File: config.mk
export PLATFORM = sky130hd
export DESIGN_NAME = decode_issue_stage_flat
export DESIGN_NICKNAME = d
export VERILOG_FILES = /design/src/rtl/decode_issue_stage_pkg.sv /design/src/rtl/decode_issue_stage_if.sv /design/src/rtl/decode_issue_stage_operand_resolve.sv /design/src/rtl/decode_issue_stage.sv /design/src/flat_wrapper.sv
export SDC_FILE = /design/constraint.sdc
export NUM_CORES = 1
export LEC_CHECK = 0
export BUFFER_PORTS_ARGS = -buffer_cell sky130_fd_sc_hd__buf_2
export CELL_PAD_IN_SITES_DETAIL_PLACEMENT = 0
export CELL_PAD_IN_SITES_GLOBAL_PLACEMENT = 2
export CORE_ASPECT_RATIO = 1.4
export CORE_MARGIN = 1.5
export CORE_UTILIZATION = 27
export CTS_CLUSTER_DIAMETER = 120
export DETAILED_ROUTE_END_ITERATION = 7
export PLACE_DENSITY = 0.77
export SYNTH_ARGS = -nofsm -noshare
export SYNTH_HDL_FRONTEND = slang
export SYNTH_SLANG_ARGS = --single-unit
File: constraint.sdc
create_clock -name i_clk -period 2.1 [get_ports i_clk]
set_input_delay 0 -clock i_clk [delete_from_list [all_inputs] [get_ports i_clk]]
set_output_delay 0 -clock i_clk [all_outputs]
set_load 0.02 [all_outputs]
File: src/rtl/decode_issue_stage_pkg.sv
// rtl/decode_issue_stage_pkg.sv - shared constants and issue packet type for the decode/issue stage
package decode_pkg;

    localparam int REG_AW = 5;
    localparam int RS1_LSB = 15;
    localparam int RS2_LSB = 20;
    localparam int RD_LSB = 7;

    localparam int PKT_XLEN = 32;
    localparam int PKT_CTRL_W = 16;

    typedef struct packed {
        logic [31:0]           instr;
        logic [PKT_XLEN-1:0]   pc;
        logic [PKT_CTRL_W-1:0] ctrl;
        logic [PKT_XLEN-1:0]   imm;
        logic [PKT_XLEN-1:0]   rs1_data;
        logic [PKT_XLEN-1:0]   rs2_data;
        logic [REG_AW-1:0]     rs1;
        logic [REG_AW-1:0]     rs2;
        logic [REG_AW-1:0]     rd;
    } issue_pkt_t;

    localparam issue_pkt_t ISSUE_NOP = '0;

endpackage

File: src/rtl/decode_issue_stage_if.sv
// rtl/decode_issue_stage_if.sv - D-side and E-side packet handshakes of the issue stage
interface decode_issue_stage_if #(
    parameter int XLEN   = 32,
    parameter int CTRL_W = 16
);
    logic              vld_d;
    logic              rdy_d;
    logic [31:0]       instr_d;
    logic [XLEN-1:0]   pc_d;
    logic [CTRL_W-1:0] ctrl_d;
    logic [XLEN-1:0]   imm_d;

    logic              vld_e;
    logic              rdy_e;
    logic [31:0]       instr_e;
    logic [XLEN-1:0]   pc_e;
    logic [CTRL_W-1:0] ctrl_e;
    logic [XLEN-1:0]   imm_e;
    logic [XLEN-1:0]   rs1_data_e;
    logic [XLEN-1:0]   rs2_data_e;
    logic [4:0]        rs1_e;
    logic [4:0]        rs2_e;
    logic [4:0]        rd_e;

    // The stage itself; it receives from D and drives towards E.
    modport slave (
        input  vld_d, instr_d, pc_d, ctrl_d, imm_d, rdy_e,
        output rdy_d, vld_e, instr_e, pc_e, ctrl_e, imm_e,
        output rs1_data_e, rs2_data_e, rs1_e, rs2_e, rd_e
    );

    modport master (
        output vld_d, instr_d, pc_d, ctrl_d, imm_d, rdy_e,
        input  rdy_d, vld_e, instr_e, pc_e, ctrl_e, imm_e,
        input  rs1_data_e, rs2_data_e, rs1_e, rs2_e, rd_e
    );
endinterface

File: src/rtl/decode_issue_stage_operand_resolve.sv
// rtl/decode_issue_stage_operand_resolve.sv - priority bypass select and pending-producer hazard for one source operand
module operand_resolve
    import decode_pkg::*;
#(
    parameter int XLEN    = 32,
    parameter int NUM_FWD = 3
) (
    input  logic [REG_AW-1:0]         rs,
    input  logic [XLEN-1:0]           rf_data,
    input  logic [NUM_FWD-1:0]        fwd_vld,
    input  logic [NUM_FWD*REG_AW-1:0] fwd_rd,
    input  logic [NUM_FWD*XLEN-1:0]   fwd_data,
    input  logic [NUM_FWD-1:0]        fwd_pend,
    output logic [XLEN-1:0]           value,
    output logic                      hazard
);

    always_comb begin
        value  = rf_data;
        hazard = 1'b0;
        if (rs == '0) begin
            value = '0;
        end else begin
            // Walk from oldest to youngest so the lowest matching index is written last and wins.
            for (int i = NUM_FWD - 1; i >= 0; i--) begin
                if (fwd_vld[i] && (fwd_rd[i*REG_AW +: REG_AW] == rs)) begin
                    value  = fwd_data[i*XLEN +: XLEN];
                    hazard = fwd_pend[i];
                end
            end
        end
    end

endmodule

File: src/rtl/decode_issue_stage.sv
// rtl/decode_issue_stage.sv - decode-to-execute issue register with operand bypass, hazard stall and skid buffer
module decode_issue_stage
    import decode_pkg::*;
#(
    parameter int XLEN    = 32,
    parameter int CTRL_W  = 16,
    parameter int NUM_FWD = 3,
    parameter int CNT_W   = 16
) (
    input  logic                      i_clk,
    input  logic                      i_rst,
    decode_issue_stage_if.slave       bus,
    input  logic [XLEN-1:0]           i_rs1_rf,
    input  logic [XLEN-1:0]           i_rs2_rf,
    input  logic [NUM_FWD-1:0]        i_fwd_vld,
    input  logic [NUM_FWD*REG_AW-1:0] i_fwd_rd,
    input  logic [NUM_FWD*XLEN-1:0]   i_fwd_data,
    input  logic [NUM_FWD-1:0]        i_fwd_pend,
    input  logic                      i_flush_e,
    output logic                      o_hazard_stall,
    output logic [CNT_W-1:0]          o_bubble_cnt
);

    typedef struct packed {
        logic [31:0]       instr;
        logic [XLEN-1:0]   pc;
        logic [CTRL_W-1:0] ctrl;
        logic [XLEN-1:0]   imm;
        logic [XLEN-1:0]   rs1_data;
        logic [XLEN-1:0]   rs2_data;
        logic [REG_AW-1:0] rs1;
        logic [REG_AW-1:0] rs2;
        logic [REG_AW-1:0] rd;
    } pkt_t;

    logic [REG_AW-1:0] rs1_idx;
    logic [REG_AW-1:0] rs2_idx;
    logic [XLEN-1:0]   rs1_val;
    logic [XLEN-1:0]   rs2_val;
    logic              rs1_haz;
    logic              rs2_haz;

    pkt_t       out_pkt;
    pkt_t       skid_pkt;
    pkt_t       new_pkt;
    logic       out_vld;
    logic       skid_vld;
    logic       skid_vld_nxt;
    logic       rdy_q;
    logic       accept;
    logic       xfer;
    logic       out_free;
    logic [CNT_W-1:0] bubble_cnt;

    assign rs1_idx = bus.instr_d[RS1_LSB +: REG_AW];
    assign rs2_idx = bus.instr_d[RS2_LSB +: REG_AW];

    operand_resolve #(.XLEN(XLEN), .NUM_FWD(NUM_FWD)) u_rs1 (
        .rs(rs1_idx), .rf_data(i_rs1_rf),
        .fwd_vld(i_fwd_vld), .fwd_rd(i_fwd_rd), .fwd_data(i_fwd_data), .fwd_pend(i_fwd_pend),
        .value(rs1_val), .hazard(rs1_haz)
    );

    operand_resolve #(.XLEN(XLEN), .NUM_FWD(NUM_FWD)) u_rs2 (
        .rs(rs2_idx), .rf_data(i_rs2_rf),
        .fwd_vld(i_fwd_vld), .fwd_rd(i_fwd_rd), .fwd_data(i_fwd_data), .fwd_pend(i_fwd_pend),
        .value(rs2_val), .hazard(rs2_haz)
    );

    assign o_hazard_stall = bus.vld_d & (rs1_haz | rs2_haz);
    assign accept         = bus.vld_d & rdy_q & ~o_hazard_stall;
    assign xfer           = out_vld & bus.rdy_e;
    assign out_free       = ~out_vld | xfer;

    always_comb begin
        new_pkt.instr    = bus.instr_d;
        new_pkt.pc       = bus.pc_d;
        new_pkt.ctrl     = bus.ctrl_d;
        new_pkt.imm      = bus.imm_d;
        new_pkt.rs1_data = rs1_val;
        new_pkt.rs2_data = rs2_val;
        new_pkt.rs1      = rs1_idx;
        new_pkt.rs2      = rs2_idx;
        new_pkt.rd       = bus.instr_d[RD_LSB +: REG_AW];
    end

    // rdy_q is low whenever the skid holds a packet, so the skid never has to absorb while full.
    always_comb begin
        skid_vld_nxt = skid_vld;
        if (i_flush_e || out_free) begin
            skid_vld_nxt = 1'b0;
        end else if (accept) begin
            skid_vld_nxt = 1'b1;
        end
    end

    always_ff @(posedge i_clk) begin
        if (i_rst) begin
            out_vld  <= 1'b0;
            out_pkt  <= '0;
            skid_vld <= 1'b0;
            skid_pkt <= '0;
            rdy_q    <= 1'b1;
        end else begin
            skid_vld <= skid_vld_nxt;
            rdy_q    <= ~skid_vld_nxt;
            if (i_flush_e) begin
                out_vld  <= 1'b0;
                out_pkt  <= '0;
                skid_pkt <= '0;
            end else if (out_free) begin
                if (skid_vld) begin
                    out_vld  <= 1'b1;
                    out_pkt  <= skid_pkt;
                    skid_pkt <= '0;
                end else if (accept) begin
                    out_vld <= 1'b1;
                    out_pkt <= new_pkt;
                end else begin
                    out_vld <= 1'b0;
                    out_pkt <= '0;
                end
            end else if (accept) begin
                skid_pkt <= new_pkt;
            end
        end
    end

    always_ff @(posedge i_clk) begin
        if (i_rst) begin
            bubble_cnt <= '0;
        end else if (o_hazard_stall && !i_flush_e && (bubble_cnt != '1)) begin
            bubble_cnt <= bubble_cnt + 1'b1;
        end
    end

    assign o_bubble_cnt   = bubble_cnt;
    assign bus.rdy_d      = rdy_q;
    assign bus.vld_e      = out_vld;
    assign bus.instr_e    = out_pkt.instr;
    assign bus.pc_e       = out_pkt.pc;
    assign bus.ctrl_e     = out_pkt.ctrl;
    assign bus.imm_e      = out_pkt.imm;
    assign bus.rs1_data_e = out_pkt.rs1_data;
    assign bus.rs2_data_e = out_pkt.rs2_data;
    assign bus.rs1_e      = out_pkt.rs1;
    assign bus.rs2_e      = out_pkt.rs2;
    assign bus.rd_e       = out_pkt.rd;

endmodule
File: src/flat_wrapper.sv
// flat-port wrapper written by rule: the top's interface ports become plain ports
module decode_issue_stage_flat import decode_pkg::*;
#(
    parameter int XLEN    = 32,
    parameter int CTRL_W  = 16,
    parameter int NUM_FWD = 3,
    parameter int CNT_W   = 16
)
  (i_clk, i_rst, i_rs1_rf, i_rs2_rf, i_fwd_vld, i_fwd_rd, i_fwd_data, i_fwd_pend, i_flush_e, o_hazard_stall, o_bubble_cnt, bus_vld_d, bus_instr_d, bus_pc_d, bus_ctrl_d, bus_imm_d, bus_rdy_e, bus_rdy_d, bus_vld_e, bus_instr_e, bus_pc_e, bus_ctrl_e, bus_imm_e, bus_rs1_data_e, bus_rs2_data_e, bus_rs1_e, bus_rs2_e, bus_rd_e);
  decode_issue_stage_if #(.XLEN(XLEN), .CTRL_W(CTRL_W)) bus_i ();
  input  logic i_clk;
  input  logic i_rst;
  input  logic [XLEN-1:0] i_rs1_rf;
  input  logic [XLEN-1:0] i_rs2_rf;
  input  logic [NUM_FWD-1:0] i_fwd_vld;
  input  logic [NUM_FWD*REG_AW-1:0] i_fwd_rd;
  input  logic [NUM_FWD*XLEN-1:0] i_fwd_data;
  input  logic [NUM_FWD-1:0] i_fwd_pend;
  input  logic i_flush_e;
  output logic o_hazard_stall;
  output logic [CNT_W-1:0] o_bubble_cnt;
  input wire logic [$bits(bus_i.vld_d)-1:0] bus_vld_d;
  input wire logic [$bits(bus_i.instr_d)-1:0] bus_instr_d;
  input wire logic [$bits(bus_i.pc_d)-1:0] bus_pc_d;
  input wire logic [$bits(bus_i.ctrl_d)-1:0] bus_ctrl_d;
  input wire logic [$bits(bus_i.imm_d)-1:0] bus_imm_d;
  input wire logic [$bits(bus_i.rdy_e)-1:0] bus_rdy_e;
  output wire logic [$bits(bus_i.rdy_d)-1:0] bus_rdy_d;
  output wire logic [$bits(bus_i.vld_e)-1:0] bus_vld_e;
  output wire logic [$bits(bus_i.instr_e)-1:0] bus_instr_e;
  output wire logic [$bits(bus_i.pc_e)-1:0] bus_pc_e;
  output wire logic [$bits(bus_i.ctrl_e)-1:0] bus_ctrl_e;
  output wire logic [$bits(bus_i.imm_e)-1:0] bus_imm_e;
  output wire logic [$bits(bus_i.rs1_data_e)-1:0] bus_rs1_data_e;
  output wire logic [$bits(bus_i.rs2_data_e)-1:0] bus_rs2_data_e;
  output wire logic [$bits(bus_i.rs1_e)-1:0] bus_rs1_e;
  output wire logic [$bits(bus_i.rs2_e)-1:0] bus_rs2_e;
  output wire logic [$bits(bus_i.rd_e)-1:0] bus_rd_e;
  assign bus_i.vld_d = bus_vld_d;
  assign bus_i.instr_d = bus_instr_d;
  assign bus_i.pc_d = bus_pc_d;
  assign bus_i.ctrl_d = bus_ctrl_d;
  assign bus_i.imm_d = bus_imm_d;
  assign bus_i.rdy_e = bus_rdy_e;
  assign bus_rdy_d = bus_i.rdy_d;
  assign bus_vld_e = bus_i.vld_e;
  assign bus_instr_e = bus_i.instr_e;
  assign bus_pc_e = bus_i.pc_e;
  assign bus_ctrl_e = bus_i.ctrl_e;
  assign bus_imm_e = bus_i.imm_e;
  assign bus_rs1_data_e = bus_i.rs1_data_e;
  assign bus_rs2_data_e = bus_i.rs2_data_e;
  assign bus_rs1_e = bus_i.rs1_e;
  assign bus_rs2_e = bus_i.rs2_e;
  assign bus_rd_e = bus_i.rd_e;
  decode_issue_stage #(.XLEN(XLEN), .CTRL_W(CTRL_W), .NUM_FWD(NUM_FWD), .CNT_W(CNT_W)) u_core (.i_clk(i_clk), .i_rst(i_rst), .bus(bus_i), .i_rs1_rf(i_rs1_rf), .i_rs2_rf(i_rs2_rf), .i_fwd_vld(i_fwd_vld), .i_fwd_rd(i_fwd_rd), .i_fwd_data(i_fwd_data), .i_fwd_pend(i_fwd_pend), .i_flush_e(i_flush_e), .o_hazard_stall(o_hazard_stall), .o_bubble_cnt(o_bubble_cnt));
endmodule
==> key figures <==
GRT
  • GR peak layer: met2
  • Pin count of the biggest net entering global routing: 86
  • Met3 usage: 0.0415
  • GR Overflow Total: 0
  • Initial antenna violation count: 6
  • Vias in the first global route: 17861
  • GRT Overall Usage: 0.224
  • Global-route wire length before repair: 108 mm
  • Met2 Usage GRT: 0.386
  • Global routing usage on met1: 0.271

Power and ir drop
  • Pwr Density: 712 nW/um2
  • Total Power: 17.4 mW
  • Leakage: 10.5 nW
  • VDD IR max: 0.452 mV

Synthesis
  • Sequential-to-total area share from yosys stat: 0.462
  • Most common cell in the netlist: dfxtp_1
  • Area share of the largest cell type after synthesis: 0.462
  • Mapped Cells: 1768
  • Synth warnings: 0
  • Synth cell count leaders: dfxtp_1 (371), o21ai_0 (225), nor2_1 (174)
  • Post-Synth XOR/XNOR Area: 0.0163
  • Syn avg cell area: 9.10 um2
  • Mapped cell area: 16100 um2
  • Post-synthesis cell type count: 53
  • Top FF cell, synth: dfxtp_1
  • Area contributors post-synth: dfxtp_1 (46%), a22o_1 (9.0%), a221oi_1 (7.7%)
  • Syn_nets: 2067
  • Adder-cell share of the synthesized area: 0.000777
  • Multiplexer area fraction after synthesis: 0.0207
  • Yosys reg bits: 371
  • Largest family of logic cells by synthesized area: compound AO/OA/AOI/OAI gates
  • Synth async-reset ratio: 0
  • Cell taking the most area after synthesis: dfxtp_1
  • EDFF count, synth: 0
  • Synth Area in Simple Gates: 0.110
  • Post-synthesis compound-gate area fraction: 0.329

Finish
  • Fill count: 5897
  • Area of the multi-input gates: 7850 um2
  • Design area: 24500 um2
  • Final #Nets: 2823
  • Storage cell area: 7430 um2
  • Finished Layout Cells: 3311
  • Post-layout util: 0.417
  • Area Growth Syn to Fin: 52.1%
  • Share of cells above drive strength 1: 0.320

STA
  • Slew headroom: 0.406
  • Final Hold Vio Count: 0
  • Min setup slack post-route: 0.0413 ns
  • Final setup fails: 0
  • Highest clock rate: 486 MHz
  • RSZ-0062 raised after global routing: true
  • Period minus WS final: 2.06 ns
  • Slew @ Worst Pin: 0.892 ns
  • Max Clock Skew: 0.0119 ns
  • Slew Viols, Final: 0
  • Tcrit/Tclk final: 0.980
  • Minimum hold slack: 0.0184 ns
  • Setup TNS Final: 0 ns

Worst setup path
  • Max FO, Critical Path: 16
  • Worst R2R Setup Slack: 0.04 ns
  • Type of origin of the critical path: primary input
  • Worst r2r dst: u_core.o_bubble_cnt[15]$_SDFFE_PP0P_
  • Crit path launch: bus_instr_d[15]
  • WP data arrival: 2.56 ns
  • CP Data Required Time: 2.61 ns
  • Critical path class: primary input to flop
  • Endpoint class of the critical path: flop
  • Worst Setup EP: u_core.skid_pkt[77]$_SDFFE_PP0P_
  • FF-to-FF path depth: 7
  • Worst flop-to-flop path startpoint: u_core.o_bubble_cnt[6]$_SDFFE_PP0P_

Drt
  • Pre-antenna DRT Iters: 5
  • Final WL: 71.4 mm
  • Routed length per instance: 21.6 um
  • Drc violations: 0
  • Vias after detailed routing: 17627
  • Vias per cell: 5.32
  • Drt first-iter violations: 1300
  • Routed Antenna Nets: 0

Floorplanning
  • Initial cell density of the core: 0.274
  • DIE AREA: 61100 um2
  • Die X: 209 um
  • Core box area: 58700 um2
  • Num ports: 508
  • Die height: 292 um
  • # rows: 105

Placement
  • IO buf count: 507
  • Global placement routability congestion: 0.904
  • DP Area: 20700 um2
  • DP Wirelength: 49.8 mm
  • Placed Cells: 3004
  • Pre-CTS setup slack: -0.375 ns

Hold path
  • Worst Hold Depth: 5
  • Worst hold path type: primary input to flop

Run status
  • Status: finished, final reports clean

CTS
  • CTS tree: done
  • Clk Latency, worst-skew pair: 0.56 ns
  • # clock sinks: 371
  • CTS buffer count: 40
  • Clock buffer depth: 3
  • CTS H-tree depth: 2
  • Worst-path clk slew: 0.06 ns
  • Root Driver: clkbuf_16

Run
  • Max_cap viols: 0
-- timing repair --
| item | 4_1_cts | 5_1_grt |
|---|---|---|
| setup buffers | 0 | 4 |
| pin swaps | 2 | 5 |
| hold buffers | 220 | 0 |
| endpoints found under the hold margin | 347 | 0 |
| cloned | 0 | 3 |
| resized for setup | 5 | 18 |
| setup endpoints to repair | 13 | 21 |
-- report_power, final --
| group | leakage (nW) | switching [mW] | total (mW) | internal [mW] |
|---|---|---|---|---|
| logic | 6.77 | 1.47 | 2.71 | 1.23 |
| clock network | 0.671 | 3.03 | 7.42 | 4.40 |
| registers | 3.01 | 0.0908 | 7.28 | 7.19 |
| total | 10.5 | 4.59 | 17.4 | 12.8 |
-- worst min path at each step --
stage	slack (ns)	endpoint	from
detailed placement	0.23	u_core.skid_pkt[116]$_SDFFE_PP0P_	bus_ctrl_d[5]
CTS	0.0009	u_core.bus.rs1_data_e[8]$_SDFFE_PP0N_	i_rs1_rf[8]
global route	0.002	u_core.skid_pkt[51]$_SDFFE_PP0P_	i_rs1_rf[4]
global placement	0.23	u_core.skid_pkt[80]$_SDFFE_PP0P_	bus_imm_d[1]
floorplan	0.13	u_core.skid_pkt[107]$_SDFFE_PP0P_	bus_imm_d[28]
finish	0.02	u_core.bus.rs2_data_e[23]$_SDFFE_PP0N_	i_rs2_rf[23]
-- metal layers --
layer  up-vias  wire, um
met2       762     34800
li1       8233         -
met4         0      3010
met5         -         0
met3       143      4660
met1      8489     28900
-- worst max-delay path: stages --
cell and delay (ns):
buf_2 0.13, dlygate4sd3_1 0.58, buf_4 0.15, nor2_4 0.04
buf_4 0.13, a31oi_4 0.23, buf_12 0.19, o21ai_0 0.10
o2bb2ai_1 0.20, dlygate4sd3_1 0.59, buf_4 0.10, a22o_1 0.11
-- state kept, by name (all words and copies together), names as in the netlist --
name / flops
u_core.bus.rs1_e: 4
u_core.bus.rs1_data_e: 32
u_core.bus.vld_e: 1
u_core.bus.instr_e: 20
u_core.o_bubble_cnt: 16
u_core.bus.rdy_d: 1
u_core.bus.rs2_data_e: 32
u_core.bus.ctrl_e: 16
u_core.bus.rd_e: 4
u_core.bus.pc_e: 32
u_core.bus.rs2_e: 4
u_core.skid_pkt: 176
u_core.skid_vld: 1
u_core.bus.imm_e: 32
-- placed cells by master, fill, tap and decap left out, types with 5 or more instances in the layout --
| master | netlist | layout |
|---|---|---|
| buf_2 | 56 | 506 |
| dfxtp_1 | 371 | 367 |
| o21ai_0 | 225 | 224 |
| dlygate4sd3_1 | 0 | 220 |
| nor2_1 | 174 | 170 |
| a22o_1 | 166 | 166 |
| buf_4 | 26 | 155 |
| a221oi_1 | 142 | 142 |
| a21oi_1 | 59 | 58 |
| nand2_1 | 51 | 50 |
| clkbuf_16 | 0 | 44 |
| buf_12 | 0 | 44 |
| nand3_1 | 42 | 41 |
| o2bb2ai_1 | 42 | 40 |
| a211oi_1 | 32 | 31 |
| and3_1 | 34 | 30 |
| nand4_1 | 26 | 26 |
| a22oi_1 | 24 | 24 |
| mux2i_1 | 22 | 22 |
| o211ai_1 | 22 | 22 |
| xor2_1 | 18 | 18 |
| nor3_1 | 15 | 12 |
| xnor2_1 | 12 | 12 |
| nor2b_1 | 13 | 12 |
| clkbuf_8 | 0 | 12 |
| clkbuf_1 | 122 | 10 |
| mux2_2 | 9 | 9 |
| o21ai_1 | 6 | 7 |
| diode_2 | 0 | 6 |
| nor4_1 | 5 | 5 |
-- layout make-up --
cell class / instances / share of cell area
antenna: 6 / 0.000614
clock inverter: 11 / 0.00583
tap: 749 / 0.0383
sequential: 371 / 0.304
timing repair buffer: 928 / 0.280
clock buffer: 63 / 0.0502
multi-input combinational: 1179 / 0.321
inverter: 4 / 0.000614
-- cell families (layout without fill, tap and decap cells) --
logic type      after synthesis  in the layout
simple gates                381            381
xor+xnor                     30             30
other cells                   0              6
buf+inv                     218           1006
flops                       371            371
compound gates              735            735
fa+ha+maj                     1              1
mux                          32             32
Power figures use the tool's default switching activity.
